--- config.mk ---
export PLATFORM = sky130hd
export DESIGN_NAME = zoom_in_nni_scanner
export DESIGN_NICKNAME = d
export VERILOG_FILES = /design/src/rtl/zoom_in_nni_scanner.sv
export SDC_FILE = /design/constraint.sdc
export NUM_CORES = 1
export LEC_CHECK = 0
export ABC_AREA = 1
export ABC_CLOCK_PERIOD_IN_PS = 3100
export BUFFER_PORTS_ARGS = -buffer_cell sky130_fd_sc_hd__buf_2
export CAP_MARGIN = 25
export CORE_ASPECT_RATIO = 1.1
export CORE_MARGIN = 2
export CORE_UTILIZATION = 55
export DETAILED_ROUTE_END_ITERATION = 8
export GPL_ROUTABILITY_DRIVEN = 1
export PLACE_DENSITY = 0.76
export SYNTH_ARGS = -nofsm -noshare
export SYNTH_HDL_FRONTEND = slang
export SYNTH_SLANG_ARGS = --single-unit
--- constraint.sdc ---
create_clock -name clk -period 3.1 [get_ports clk]
set_input_delay 0.62 -clock clk [delete_from_list [all_inputs] [get_ports clk]]
set_output_delay 0.62 -clock clk [all_outputs]
set_load 0.005 [all_outputs]
--- src/rtl/zoom_in_nni_scanner.sv ---
// Nearest-neighbour zoom-in scanner: copies src(x>>k, y>>k) to dst(x, y) for every pixel in raster order.
// Latency: one read per cycle from the cycle after start; write of pixel i lands RD_LATENCY cycles after its read; done one cycle after the last write.
// Backpressure: none; both RAMs must accept one access per cycle, and start is ignored unless the engine is idle.
//
// Ports:
//   clk, reset           rising-edge clock, asynchronous active-high reset
//   start, fator_zoom    frame request (sampled in IDLE) and zoom select (00=1x, 01=2x, 10=4x, 11=1x)
//   busy, done           frame in progress / one-cycle completion pulse
//   rd_en, rd_addr       source RAM read port; rd_data returns RD_LATENCY cycles later
//   wr_en, wr_addr       destination RAM write port; wr_data is rd_data passed through
module zoom_in_nni_scanner #(
  parameter int IMG_W      = 160,
  parameter int IMG_H      = 120,
  parameter int ADDR_W     = 15,
  parameter int DATA_W     = 8,
  parameter int RD_LATENCY = 1
) (
  input  logic              clk,
  input  logic              reset,
  input  logic              start,
  input  logic [1:0]        fator_zoom,
  output logic              busy,
  output logic              done,
  output logic              rd_en,
  output logic [ADDR_W-1:0] rd_addr,
  input  logic [DATA_W-1:0] rd_data,
  output logic              wr_en,
  output logic [ADDR_W-1:0] wr_addr,
  output logic [DATA_W-1:0] wr_data
);

  localparam int XW = (IMG_W > 1) ? $clog2(IMG_W) : 1;
  localparam int YW = (IMG_H > 1) ? $clog2(IMG_H) : 1;
  localparam logic [XW-1:0]     X_LAST   = XW'(IMG_W - 1);
  localparam logic [YW-1:0]     Y_LAST   = YW'(IMG_H - 1);
  localparam logic [ADDR_W-1:0] ROW_STEP = ADDR_W'(IMG_W);

  typedef enum logic [1:0] {S_IDLE, S_RUN, S_DRAIN, S_DONE} state_t;

  state_t            state_q, state_d;
  logic [1:0]        zoom_q;
  logic [1:0]        k;
  logic [XW-1:0]     x_q, x_inc;
  logic [YW-1:0]     y_q, y_inc;
  logic [ADDR_W-1:0] row_base_q, row_base_nxt;
  logic [ADDR_W-1:0] dst_addr_q;
  logic [ADDR_W-1:0] src_nxt;
  logic              row_wrap, last_pix, row_step;
  logic              accept;

  // Tag pipeline: carries the destination address alongside each outstanding read.
  logic [RD_LATENCY-1:0] tag_vld;
  logic [RD_LATENCY-1:0] tag_early;
  logic [ADDR_W-1:0]     tag_addr [RD_LATENCY];

  assign accept = (state_q == S_IDLE) && start;

  // Shift amount from the latched zoom; 11 falls back to 1x.
  always_comb begin
    k = 2'd0;
    if (zoom_q == 2'b01) k = 2'd1;
    else if (zoom_q == 2'b10) k = 2'd2;
  end

  // Next source address, built from the current row base without a multiplier.
  // On a row wrap x returns to 0 so the next address is just the (possibly advanced) row base.
  always_comb begin
    x_inc        = x_q + XW'(1);
    y_inc        = y_q + YW'(1);
    row_wrap     = (x_q == X_LAST);
    last_pix     = row_wrap && (y_q == Y_LAST);
    row_step     = ((y_inc >> k) != (y_q >> k));
    row_base_nxt = row_base_q + (row_step ? ROW_STEP : '0);
    src_nxt      = row_wrap ? row_base_nxt : (row_base_q + ADDR_W'(x_inc >> k));
  end

  always_ff @(posedge clk or posedge reset) begin
    if (reset) state_q <= S_IDLE;
    else       state_q <= state_d;
  end

  always_comb begin
    state_d   = state_q;
    busy      = 1'b0;
    done      = 1'b0;
    tag_early = tag_vld;
    // The read in the last stage is being written this cycle; only older stages still count as pending.
    tag_early[RD_LATENCY-1] = 1'b0;
    case (state_q)
      S_IDLE:  if (start) state_d = S_RUN;
      S_RUN: begin
        busy = 1'b1;
        if (rd_en && last_pix) state_d = S_DRAIN;
      end
      S_DRAIN: begin
        busy = 1'b1;
        if (tag_early == '0) state_d = S_DONE;
      end
      S_DONE: begin
        done    = 1'b1;
        state_d = S_IDLE;
      end
      default: state_d = S_IDLE;
    endcase
  end

  // Read-side scan: destination counters, source row base and the read strobe/address.
  always_ff @(posedge clk or posedge reset) begin
    if (reset) begin
      zoom_q     <= 2'b00;
      rd_en      <= 1'b0;
      rd_addr    <= '0;
      x_q        <= '0;
      y_q        <= '0;
      row_base_q <= '0;
      dst_addr_q <= '0;
    end else if (accept) begin
      zoom_q     <= fator_zoom;
      rd_en      <= 1'b1;
      rd_addr    <= '0;
      x_q        <= '0;
      y_q        <= '0;
      row_base_q <= '0;
      dst_addr_q <= '0;
    end else if (rd_en) begin
      if (last_pix) begin
        // Address registers hold their last value once the strobe drops.
        rd_en <= 1'b0;
      end else begin
        rd_addr    <= src_nxt;
        dst_addr_q <= dst_addr_q + ADDR_W'(1);
        x_q        <= row_wrap ? '0 : x_inc;
        if (row_wrap) begin
          y_q        <= y_inc;
          row_base_q <= row_base_nxt;
        end
      end
    end
  end

  // Addresses advance only with a valid tag, so wr_addr holds after the last write.
  always_ff @(posedge clk or posedge reset) begin
    if (reset) begin
      tag_vld <= '0;
      for (int i = 0; i < RD_LATENCY; i++) tag_addr[i] <= '0;
    end else begin
      tag_vld[0] <= rd_en;
      if (rd_en) tag_addr[0] <= dst_addr_q;
      for (int i = 1; i < RD_LATENCY; i++) begin
        tag_vld[i] <= tag_vld[i-1];
        if (tag_vld[i-1]) tag_addr[i] <= tag_addr[i-1];
      end
    end
  end

  assign wr_en   = tag_vld[RD_LATENCY-1];
  assign wr_addr = tag_addr[RD_LATENCY-1];
  assign wr_data = wr_en ? rd_data : '0;

endmodule

==> results.py <==
metrics = {
    "logic_synthesis": {
        "yosys_warnings": 0,
        "synth-simple-area-share": 0.331,
        "synth_top_family_by_area": "simple AND/OR/NAND/NOR gates",
        "synth_seq_area_share": 0.438,
        "yosysMostFrequentCell": "nand2_1",
        "synthTopCellsByCount": "212 x nand2_1, 76 x dfrtp_1, 63 x inv_1, 58 x nand3_1, 50 x o21ai_0",
        "synthAdderAreaFrac": 0.0404,
        "synth_area_leaders": "dfrtp_1 44%, nand2_1 18%, nand3_1 6.7%",
        "synth_xor_area_frac": 0.0182,
        "syn-num-nets": 618,
        "synthArstFlopShare": 1.00,
        "synth-seq-cells": 76,
        "avgSynthCellArea_um2": 7.34,
        "synthMuxAreaShare": 0,
        "syn_inst": 591,
        "netlist_area_mm2": 0.00434,
        "ys.flop_type": "dfrtp_1",
        "synth-edff-count": 0,
        "synth_area_leader_cell": "dfrtp_1",
        "synth.top_cell.area_share": 0.438,
        "synth_compound_area_frac": 0.0940,
        "synth_cell_type_count": 33,
    },
    "critical_path": {
        "crit_buf_inv": 2,
        "crit_fanout": 7,
        "worstPathArrival_ns": 2.88,
        "critical-path-top-delay-family": "simple AND/OR/NAND/NOR gates",
        "cpPeakStageDelay_ns": 0.41,
        "cp-end-kind": "register",
        "cp_slowest_cell": "dfrtp_1",
        "cpMostUsedCell": "nand2_1",
        "cp-start-kind": "register",
        "path_cells": "inv_1 > nor2_1 > inv_1 > nand2_1 > o2111ai_1 > ha_1 > nand3_1 > nand2_1 > xor2_1 > nor2_1 > nor2_1 > nand2_1 > nand2_1",
        "worst-setup-path-type": "reg -> reg",
        "required_ns": 3.39,
    },
    "timing": {
        "period_share": 0.836,
        "fmax_mhz": 386,
        "fin_worst_skew_ns": 0.0115,
        "period_minus_slack_ns": 2.59,
        "finalHoldViolCount": 0,
        "relSlewSlack": 0.463,
        "max_slew.worst_pin.slew_ns": 0.804,
        "setup_viol": 0,
        "rsz0062_at_grt": "false",
        "fin_tns_setup_ns": 0,
        "drv_slew": 0,
    },
    "cts": {
        "clk_pin_slew_ns": 0.08,
        "cts_max_level": 3,
        "ctsHoldBuffers": 0,
        "cts_resized": 0,
        "cts_setup_buffers": 0,
        "cts_tree": "done",
        "cts.sink_count": 76,
        "numCtsBuffers": 9,
        "insertion_delay_ns": 0.35,
        "cts-root-buf": "clkbuf_8",
        "cts.path.max_buffers": 2,
    },
    "placement": {
        "dp_hpwl_um": 7380,
        "placed_area_mm2": 0.00468,
        "gp_congestion": 0.918,
        "numPortBuffers": 54,
    },
    "cells_and_area": {
        "antennaDiodeCount": 0,
        "nets": 672,
        "post_route_cells_drive_above_1_share": 0.139,
        "syn2layout_area_growth_pct": 12.4,
        "design_area_mm2": 0.00488,
    },
    "hold_path": {
        "hold_class": "in -> async",
    },
    "route": {
        "post_drt_wl_per_cell_um": 13.3,
        "postRouteWirelength_um": 9990,
        "routed_via_density": 5.31,
        "ant_nets": 0,
        "route.detailed.drc": 0,
        "first_pass_iters": 5,
        "via_count": 4002,
        "drtIter0Drc": 223,
    },
    "floorplan": {
        "ios": 55,
        "start_util": 0.574,
        "core_area_mm2": 0.00756,
        "die_area_mm2": 0.00861,
        "die_x_um": 88.7,
        "dieHeight_um": 97.1,
        "fp-row-count": 33,
    },
    "power_and_ir_drop": {
        "p_leak_nw": 2.57,
        "pwr_density_cell_mw_per_mm2": 614,
        "ir_worst_vdd_mv": 0.309,
    },
    "grt": {
        "antenna_found_initial": 0,
        "grt_pass1_wl_um": 17300,
        "grt_max_degree": 32,
        "grt_pass1_vias": 3887,
        "overflow": 0,
        "grt_use_total": 0.248,
    },
    "job": {
        "drv_cap": 0,
    },
    "run_status": {
        "status": "finished, final reports clean",
    },
}
-- power breakdown --
part / switching, mW / leakage, nW / internal (mW) / total, mW
Clock: 0.358 / 0.0914 / 0.388 / 0.747
Sequential: 0.134 / 1.02 / 1.16 / 1.29
Combinational: 0.606 / 1.46 / 0.351 / 0.956
-- path summary, 6_finish.rpt --
path                                         from                          to  slack, ns  cells past startpoint
max                         zoom_q[1]$_DFFE_PP0P_      rd_addr[8]$_DFFE_PP0P_       0.51                     13
min                                         reset             wr_en$_DFF_PP0_       0.31                      2
max reg2reg                 zoom_q[1]$_DFFE_PP0P_      rd_addr[8]$_DFFE_PP0P_       0.51                     13
min reg2reg                wr_addr[7]$_DFFE_PP0P_      wr_addr[7]$_DFFE_PP0P_       0.47                      2
max in group asynchronous                   reset  dst_addr_q[12]$_DFFE_PP0P_       2.02                      3
min in group clk           wr_addr[7]$_DFFE_PP0P_      wr_addr[7]$_DFFE_PP0P_       0.47                      2
-- layout make-up --
class	count	area [um2]
clock inverter	4	50.0
clock buffer	11	141
tap	105	131
sequential	76	1900
multi-input combinational	433	2100
fill	684	2680
timing repair buffer	58	300
inverter	67	254
-- per-layer routing --
metal	up-vias	share of wire	global-route usage	wire length [um]
li1	2019	-	-	-
met1	1838	0.45	0.330	4490
met2	126	0.47	0.407	4720
met3	19	0.059	0.0433	587
met4	0	0.020	0.0804	201
met5	-	0	0	0
-- kinds of logic after synthesis --
group | after synthesis
AOI/OAI and AO/OA | 75
xor gates and xnor gates | 9
DFF | 76
buffers and inverters | 82
adders and majority gates | 14
and+or+nand+nor | 335
-- state kept, by name, indices dropped and copies added, names as in the netlist --
name,flops
dst_addr_q,15
rd_addr,15
rd_en,1
row_base_q,10
state_q,2
wr_addr,15
wr_en,1
x_q,8
y_q,7
zoom_q,2
-- layout by cell type, fill, tap and decap left out, drive strengths merged, types with 2 or more instances in the layout --
cell type  synthesis  routed
buf               11      58
xnor2              4       4
nand4             18      18
dfrtp             76      76
o22ai              5       5
clkinvlp           0       2
ha                14      14
inv               65      65
xor2               5       5
a21oi              7       7
clkinv             2       3
nand2            217     217
nor3               6       6
o21ai             59      59
nor2              32      32
nand3             60      60
clkbuf             4      11
-- stage by stage --
step | hold slack, ns | instances | util | power, mW | setup WS (ns)
after floorplan | 0.391 | 591 | - | 1.95 | 0.542
after global placement | 0.451 | 739 | 0.620 | 2.22 | 0.558
after detailed placement | 0.459 | 739 | 0.620 | 2.26 | 0.538
after CTS | 0.331 | 754 | 0.645 | 3.00 | 0.539
after global routing | 0.368 | 754 | 0.645 | 3.22 | 0.136
final | 0.309 | 754 | 0.645 | 3.00 | 0.510
Note: power is estimated with default switching activity, not from simulation.
